**config.mk**
```make
export PLATFORM = sky130hd
export DESIGN_NAME = ordered_sets_decoder
export DESIGN_NICKNAME = d
export VERILOG_FILES = /design/src/rtl/ordered_sets_decoder.sv
export SDC_FILE = /design/constraint.sdc
export NUM_CORES = 1
export LEC_CHECK = 0
export ABC_AREA = 0
export CAP_MARGIN = 20
export CORE_UTILIZATION = 40
export CTS_CLUSTER_DIAMETER = 200
export DETAILED_ROUTE_END_ITERATION = 8
export HOLD_SLACK_MARGIN = 0.08
export PLACE_DENSITY = 0.66
export SLEW_MARGIN = 20
export SYNTH_ARGS = -nofsm -noshare
export SYNTH_HDL_FRONTEND = slang
export SYNTH_SLANG_ARGS = --single-unit
```
**constraint.sdc**
```tcl
create_clock -name clk -period 2.22 [get_ports clk]
set_input_delay 0.555 -clock clk [delete_from_list [all_inputs] [get_ports clk]]
set_output_delay 0.555 -clock clk [all_outputs]
set_load 0.01 [all_outputs]
```
**src/rtl/ordered_sets_decoder.sv**
```systemverilog
// Aurora ordered-set decoder (receive side).
// Consumes the 8-bit intermediate character stream from the 8b/10b decoder
// and emits one strobe per recognised ordered set. It also emits an error
// strobe for malformed or aborted sequences and for unknown K characters.
// A one-character lookahead separates a lone K (BC) from the start of an
// SP/SPA/VER sequence.
// Optional feature: define ORDERED_SETS_DECODER_ERR_CNT_EN to add a
// saturating error counter on port err_cnt.

package aurora_pkg;
    localparam int INTERMEDIATE_DATA_SIZE = 8;

    typedef enum logic [3:0] {
        I   = 4'd0,
        SP  = 4'd1,
        SPA = 4'd2,
        VER = 4'd3,
        SCP = 4'd4,
        ECP = 4'd5,
        CC  = 4'd6,
        P   = 4'd7,
        SUF = 4'd8,
        K   = 4'd9,
        R   = 4'd10,
        A   = 4'd11,
        SNF = 4'd12
    } ordered_sets_e;
endpackage

module ordered_sets_decoder #(
    parameter int ERR_CNT_W = 16
) (
    input  logic                                         clk,
    input  logic                                         rst_n,
    input  logic [aurora_pkg::INTERMEDIATE_DATA_SIZE-1:0] rx_data,
    input  logic                                         rx_is_k,
    input  logic                                         rx_valid,
    output logic                                         os_valid,
    output aurora_pkg::ordered_sets_e                    os_type,
    output logic                                         os_err
`ifdef ORDERED_SETS_DECODER_ERR_CNT_EN
    ,
    output logic [ERR_CNT_W-1:0]                         err_cnt
`endif
);

    localparam int DW = aurora_pkg::INTERMEDIATE_DATA_SIZE;

    // Control characters
    localparam logic [DW-1:0] CH_K28_5 = 8'hBC;
    localparam logic [DW-1:0] CH_K28_0 = 8'h1C;
    localparam logic [DW-1:0] CH_K28_2 = 8'h5C;
    localparam logic [DW-1:0] CH_K28_3 = 8'h7C;
    localparam logic [DW-1:0] CH_K28_4 = 8'h9C;
    localparam logic [DW-1:0] CH_K28_6 = 8'hDC;
    localparam logic [DW-1:0] CH_K23_7 = 8'hF7;
    localparam logic [DW-1:0] CH_K27_7 = 8'hFB;
    localparam logic [DW-1:0] CH_K29_7 = 8'hFD;
    localparam logic [DW-1:0] CH_K30_7 = 8'hFE;

    // Data characters used as the repeated body of SP / SPA / VER
    localparam logic [DW-1:0] CH_D10_2 = 8'h4A;
    localparam logic [DW-1:0] CH_D12_1 = 8'h2C;
    localparam logic [DW-1:0] CH_D8_7  = 8'hE8;

    typedef enum logic [2:0] {
        ST_IDLE,
        ST_SEQ,
        ST_SCP,
        ST_ECP,
        ST_CC
    } state_e;

    if (ERR_CNT_W < 1) begin : g_err_cnt_w_invalid
        $error("ordered_sets_decoder: ERR_CNT_W must be at least 1");
    end

    state_e                    state_q, state_d;
    logic [DW-1:0]             cur_q, cur_d;
    logic                      cur_k_q, cur_k_d;
    logic                      cur_vld_q, cur_vld_d;
    logic [DW-1:0]             exp_q, exp_d;
    logic [1:0]                rep_q, rep_d;
    logic                      os_valid_q, os_valid_d;
    aurora_pkg::ordered_sets_e os_type_q, os_type_d;
    logic                      os_err_q, os_err_d;
    logic                      restart;

    // Lookahead load plus one decision on cur per valid cycle; a mismatch
    // re-decides cur as a fresh IDLE start in the same cycle.
    always_comb begin
        state_d    = state_q;
        cur_d      = cur_q;
        cur_k_d    = cur_k_q;
        cur_vld_d  = cur_vld_q;
        exp_d      = exp_q;
        rep_d      = rep_q;
        os_valid_d = 1'b0;
        os_type_d  = os_type_q;
        os_err_d   = 1'b0;
        restart    = 1'b0;

        if (rx_valid) begin
            cur_d     = rx_data;
            cur_k_d   = rx_is_k;
            cur_vld_d = 1'b1;

            if (cur_vld_q) begin
                unique case (state_q)
                    ST_IDLE: begin
                        restart = 1'b1;
                    end
                    ST_SEQ: begin
                        if (!cur_k_q && (cur_q == exp_q)) begin
                            if (rep_q == 2'd2) begin
                                os_valid_d = 1'b1;
                                state_d    = ST_IDLE;
                                if (exp_q == CH_D10_2) begin
                                    os_type_d = aurora_pkg::SP;
                                end else if (exp_q == CH_D12_1) begin
                                    os_type_d = aurora_pkg::SPA;
                                end else begin
                                    os_type_d = aurora_pkg::VER;
                                end
                            end else begin
                                rep_d = rep_q + 2'd1;
                            end
                        end else begin
                            os_err_d = 1'b1;
                            restart  = 1'b1;
                        end
                    end
                    ST_SCP: begin
                        if (cur_k_q && (cur_q == CH_K27_7)) begin
                            os_valid_d = 1'b1;
                            os_type_d  = aurora_pkg::SCP;
                            state_d    = ST_IDLE;
                        end else begin
                            os_err_d = 1'b1;
                            restart  = 1'b1;
                        end
                    end
                    ST_ECP: begin
                        if (cur_k_q && (cur_q == CH_K30_7)) begin
                            os_valid_d = 1'b1;
                            os_type_d  = aurora_pkg::ECP;
                            state_d    = ST_IDLE;
                        end else begin
                            os_err_d = 1'b1;
                            restart  = 1'b1;
                        end
                    end
                    ST_CC: begin
                        if (cur_k_q && (cur_q == CH_K23_7)) begin
                            os_valid_d = 1'b1;
                            os_type_d  = aurora_pkg::CC;
                            state_d    = ST_IDLE;
                        end else begin
                            os_err_d = 1'b1;
                            restart  = 1'b1;
                        end
                    end
                    default: begin
                        restart = 1'b1;
                    end
                endcase

                if (restart) begin
                    state_d = ST_IDLE;
                    if (cur_k_q) begin
                        case (cur_q)
                            CH_K28_5: begin
                                if (!rx_is_k && ((rx_data == CH_D10_2) ||
                                                 (rx_data == CH_D12_1) ||
                                                 (rx_data == CH_D8_7))) begin
                                    state_d = ST_SEQ;
                                    exp_d   = rx_data;
                                    rep_d   = 2'd0;
                                end else begin
                                    os_valid_d = 1'b1;
                                    os_type_d  = aurora_pkg::K;
                                end
                            end
                            CH_K28_0: begin
                                os_valid_d = 1'b1;
                                os_type_d  = aurora_pkg::R;
                            end
                            CH_K28_3: begin
                                os_valid_d = 1'b1;
                                os_type_d  = aurora_pkg::A;
                            end
                            CH_K28_4: begin
                                os_valid_d = 1'b1;
                                os_type_d  = aurora_pkg::P;
                            end
                            CH_K28_6: begin
                                os_valid_d = 1'b1;
                                os_type_d  = aurora_pkg::SNF;
                            end
                            CH_K28_2: state_d = ST_SCP;
                            CH_K29_7: state_d = ST_ECP;
                            CH_K23_7: state_d = ST_CC;
                            default:  os_err_d = 1'b1;
                        endcase
                    end
                end
            end
        end
    end

    // State, lookahead and registered output strobes
    always_ff @(posedge clk) begin
        if (!rst_n) begin
            state_q    <= ST_IDLE;
            cur_q      <= '0;
            cur_k_q    <= 1'b0;
            cur_vld_q  <= 1'b0;
            exp_q      <= '0;
            rep_q      <= 2'd0;
            os_valid_q <= 1'b0;
            os_type_q  <= aurora_pkg::I;
            os_err_q   <= 1'b0;
        end else begin
            state_q    <= state_d;
            cur_q      <= cur_d;
            cur_k_q    <= cur_k_d;
            cur_vld_q  <= cur_vld_d;
            exp_q      <= exp_d;
            rep_q      <= rep_d;
            os_valid_q <= os_valid_d;
            os_type_q  <= os_type_d;
            os_err_q   <= os_err_d;
        end
    end

    assign os_valid = os_valid_q;
    assign os_type  = os_type_q;
    assign os_err   = os_err_q;

`ifdef ORDERED_SETS_DECODER_ERR_CNT_EN
    localparam logic [ERR_CNT_W-1:0] CNT_ONE = ERR_CNT_W'(1);

    logic [ERR_CNT_W-1:0] err_cnt_q, err_cnt_d;

    // Count each error strobe, holding at all-ones once saturated
    always_comb begin
        err_cnt_d = err_cnt_q;
        if (os_err_d && (err_cnt_q != '1)) begin
            err_cnt_d = err_cnt_q + CNT_ONE;
        end
    end

    // Error counter register, cleared only by reset
    always_ff @(posedge clk) begin
        if (!rst_n) begin
            err_cnt_q <= '0;
        end else begin
            err_cnt_q <= err_cnt_d;
        end
    end

    assign err_cnt = err_cnt_q;
`endif

endmodule

```
==> flow_summary.toml <==
[setup_path]
crit_path_cell_trace = "clkdlybuf4s50_1 > or4_4 > a21boi_4 > o21a_1 > a21boi_0 > and4bb_1"
cp-start-kind = "input pin"
crit_type = "in -> reg"
cp_max_fo = 5
cpLargestDelayFamily = "simple AND/OR/NAND/NOR gates"
end_kind = "flip-flop"
worstPathArrival_ns = 2.32
required_ns = 2.39
crit_buf_inv = 1
critPathMaxStageDelay_ns = 0.56
slowest_stage = "or4_4"

[sta]
holdWs_ns = 0.4623
tns_ns = 0
hold_violations = 0
rsz0062_at_grt = "no"
maxSlewHeadroom_pct = 68.25
final-setup-viol-count = 0
fin_skew_ns = 0.004045
layout_worst_path_cycle_share_pct = 96.78
maxClockFrequency_mhz = 465.4
maxSlewViolCount = 0
fin_crit_ns = 2.148
worst_slew_pin_slew_ns = 0.4756

[floorplan]
die_w_um = 69.56
fp.dieH_um = 69.56
dieArea_um2 = 4838
io_pins = 18
start_util_pct = 41.64
fp-row-count = 24
core_um2 = 4384

[clock_network]
cts_root_buf = "clkbuf_8"
cts_sinks = 29
insertion_delay_ns = 0.27
h-tree-depth = 2
clk_pin_slew_worst_paths_ns = 0.06
tritoncts = "built"
cts.hold.buffers_added = 0
post_cts_buffers = 0
numCtsBuffers = 5
clk_path_buf_depth = 2

[drt]
wl_um = 4400
wl_per_cell_um = 14.77
vias_per_cell = 5.490
first_pass_iters = 4
vias = 1636
first_iter_violations = 150
drc = 0
final_antenna_net_count = 0

[global_routing]
grt_max_degree = 28
overflow = 0
grt_pass1_vias = 1545
grt_antenna_before_repair = 0
grt_usage_pct = 18.94
grt_pass1_wl_um = 7265

[synth]
syn-num-nets = 227
syn-instance-count = 213
synth_flop_cell = "dfxtp_1"
synth_cell_types = 52
seq_area_frac_synth_pct = 31.80
synth_edf_count = 0
synth.ff_latch_count = 29
synth_area_um2 = 1826
async_flop_share_pct = 0
ys_warn_count = 0
syn_avg_cell_area_um2 = 8.570

[layout]
layout-drive-gt1-share_pct = 16.67
layout.nets = 260
diodes = 0
syn_to_final_growth_pct = 24.13

[run]
cap_violations = 0

[run_status]
outcome = "completed"

[placement]
portBuffers = 17
gp_congestion = 0.9151
dpl.hpwl_um = 3312

[pwr]
vdd_drop_max_v = 0.0003300
power_density_nw_per_um2 = 500.9
p_leak_nw = 0.9384

[hold_path]
min_path_type = "reg -> reg"
-- repair_timing --
item	CTS	global route
pin swaps	0	2
endpoints found under the setup margin	8	14
cloned	0	0
gates resized for setup	0	11
-- worst reg2reg max path: stages (launching register included) --
cell	delay [ns]
dfxtp_1	0.59
xor2_1	0.14
nor4_2	0.27
nand3_1	0.17
nor3b_1	0.37
o32ai_1	0.12
and4bb_1	0.19
-- through the flow --
step	power (mW)	worst slack, ns	util [%]	cell area, um^2	instances
5_1_grt	1.179	0.003956	51.68	2266	298
6_report	1.135	0.07153	51.68	2266	298
4_1_cts	1.140	-0.01810	50.71	2223	298
3_5_place_dp	0.7099	-0.3023	48.74	2137	291
2_1_floorplan	0.6452	0.3587	-	1826	213
3_3_place_gp	0.7084	-0.2755	48.74	2137	291
-- cells by family (layout without fill, tap and decap cells) --
family	count (synthesis)	count (layout)	share of synthesized area, %
AOI/OAI and AO/OA	40	40	14.53
xor gates and xnor gates	12	12	5.758
adders and majority gates	2	2	1.371
buffers and inverters	16	49	5.277
DFF	29	29	31.80
muxes	15	15	8.225
and+or+nand+nor	99	99	33.04
-- layout by cell type (no fill, tap or decap), types with 2 or more instances in the layout --
cell             count
nor4_1               2
nor4b_1              4
and4b_2              2
clkbuf_8             6
and2_1               2
nand2b_1             3
o21a_1               2
and4_1               3
nor2b_1             18
nor3_1               3
mux2i_1             15
dfxtp_1             29
inv_1                4
nor4_2               2
o21ai_0              6
a21oi_1             12
xor2_1               9
a21boi_0             2
buf_4               21
dlymetal6s2s_1       2
o31ai_1              2
and3b_1              2
nand2_1             15
nand3b_1             2
nor3b_1              4
xnor2_1              3
ha_1                 2
clkdlybuf4s50_1     15
a21o_1               2
nand3_1              9
nor2_1              14
o21ai_1              2
and3_1               5
-- worst paths after layout --
| kind | endpoint | slack (ns) | cells past startpoint | from |
|---|---|---|---|---|
| max | os_type[3] | 0.07 | 6 | rx_data[7] |
| min | rep_q[0] | 0.46 | 2 | rep_q[0] |
| max reg2reg | os_type[3] | 0.28 | 6 | cur_q[6] |
| min reg2reg | rep_q[0] | 0.46 | 2 | rep_q[0] |
-- registers in the layout, indices dropped and copies added, names as in the netlist --
| register | count |
|---|---|
| cur_k_q | 1 |
| cur_q | 8 |
| cur_vld_q | 1 |
| exp_q | 8 |
| os_err | 1 |
| os_type | 4 |
| os_valid | 1 |
| rep_q | 2 |
| state_q | 3 |
-- report_power, final --
part           total, mW  switching, mW  internal (mW)
Combinational      0.142         0.0635         0.0789
Clock              0.433          0.188          0.245
Sequential         0.560         0.0256          0.534
Total               1.13          0.277          0.858
-- layer usage --
| layer | GRT usage (%) | vias up | share of wire [%] |
|---|---|---|---|
| met3 | 3.488 | 7 | 5.7 |
| met1 | 25.14 | 746 | 47 |
| met5 | 0 | - | 0 |
| li1 | - | 831 | - |
| met4 | 5.669 | 0 | 1.4 |
| met2 | 31.18 | 52 | 46 |
-- cells in the mapped netlist (3+ instances only) --
cell type	n	share of area, %
a21oi_1	13	3.6
and3_1	5	1.7
and4_1	3	1.4
buf_6	4	2.5
clkbuf_1	5	1.0
dfxtp_1	29	32
inv_1	4	0.82
mux2i_1	15	8.2
nand2_1	15	3.1
nand2b_1	3	1.0
nand3_1	9	2.5
nor2_1	14	2.9
nor2b_1	18	6.2
nor3_1	3	0.82
nor3b_1	4	1.6
nor4b_1	4	1.9
o21ai_0	8	2.2
xnor2_1	3	1.4
xor2_1	9	4.3
-- cell type report --
class                   count  area (um^2)
clock buffers               7        86.33
fillers                   427         2118
inverters                   4        15.01
multi-input cells         168         1186
flip-flops and latches     29        580.6
well taps                  52        65.06
repair buffers             38        332.8
Note: power is estimated with default switching activity, not from simulation.
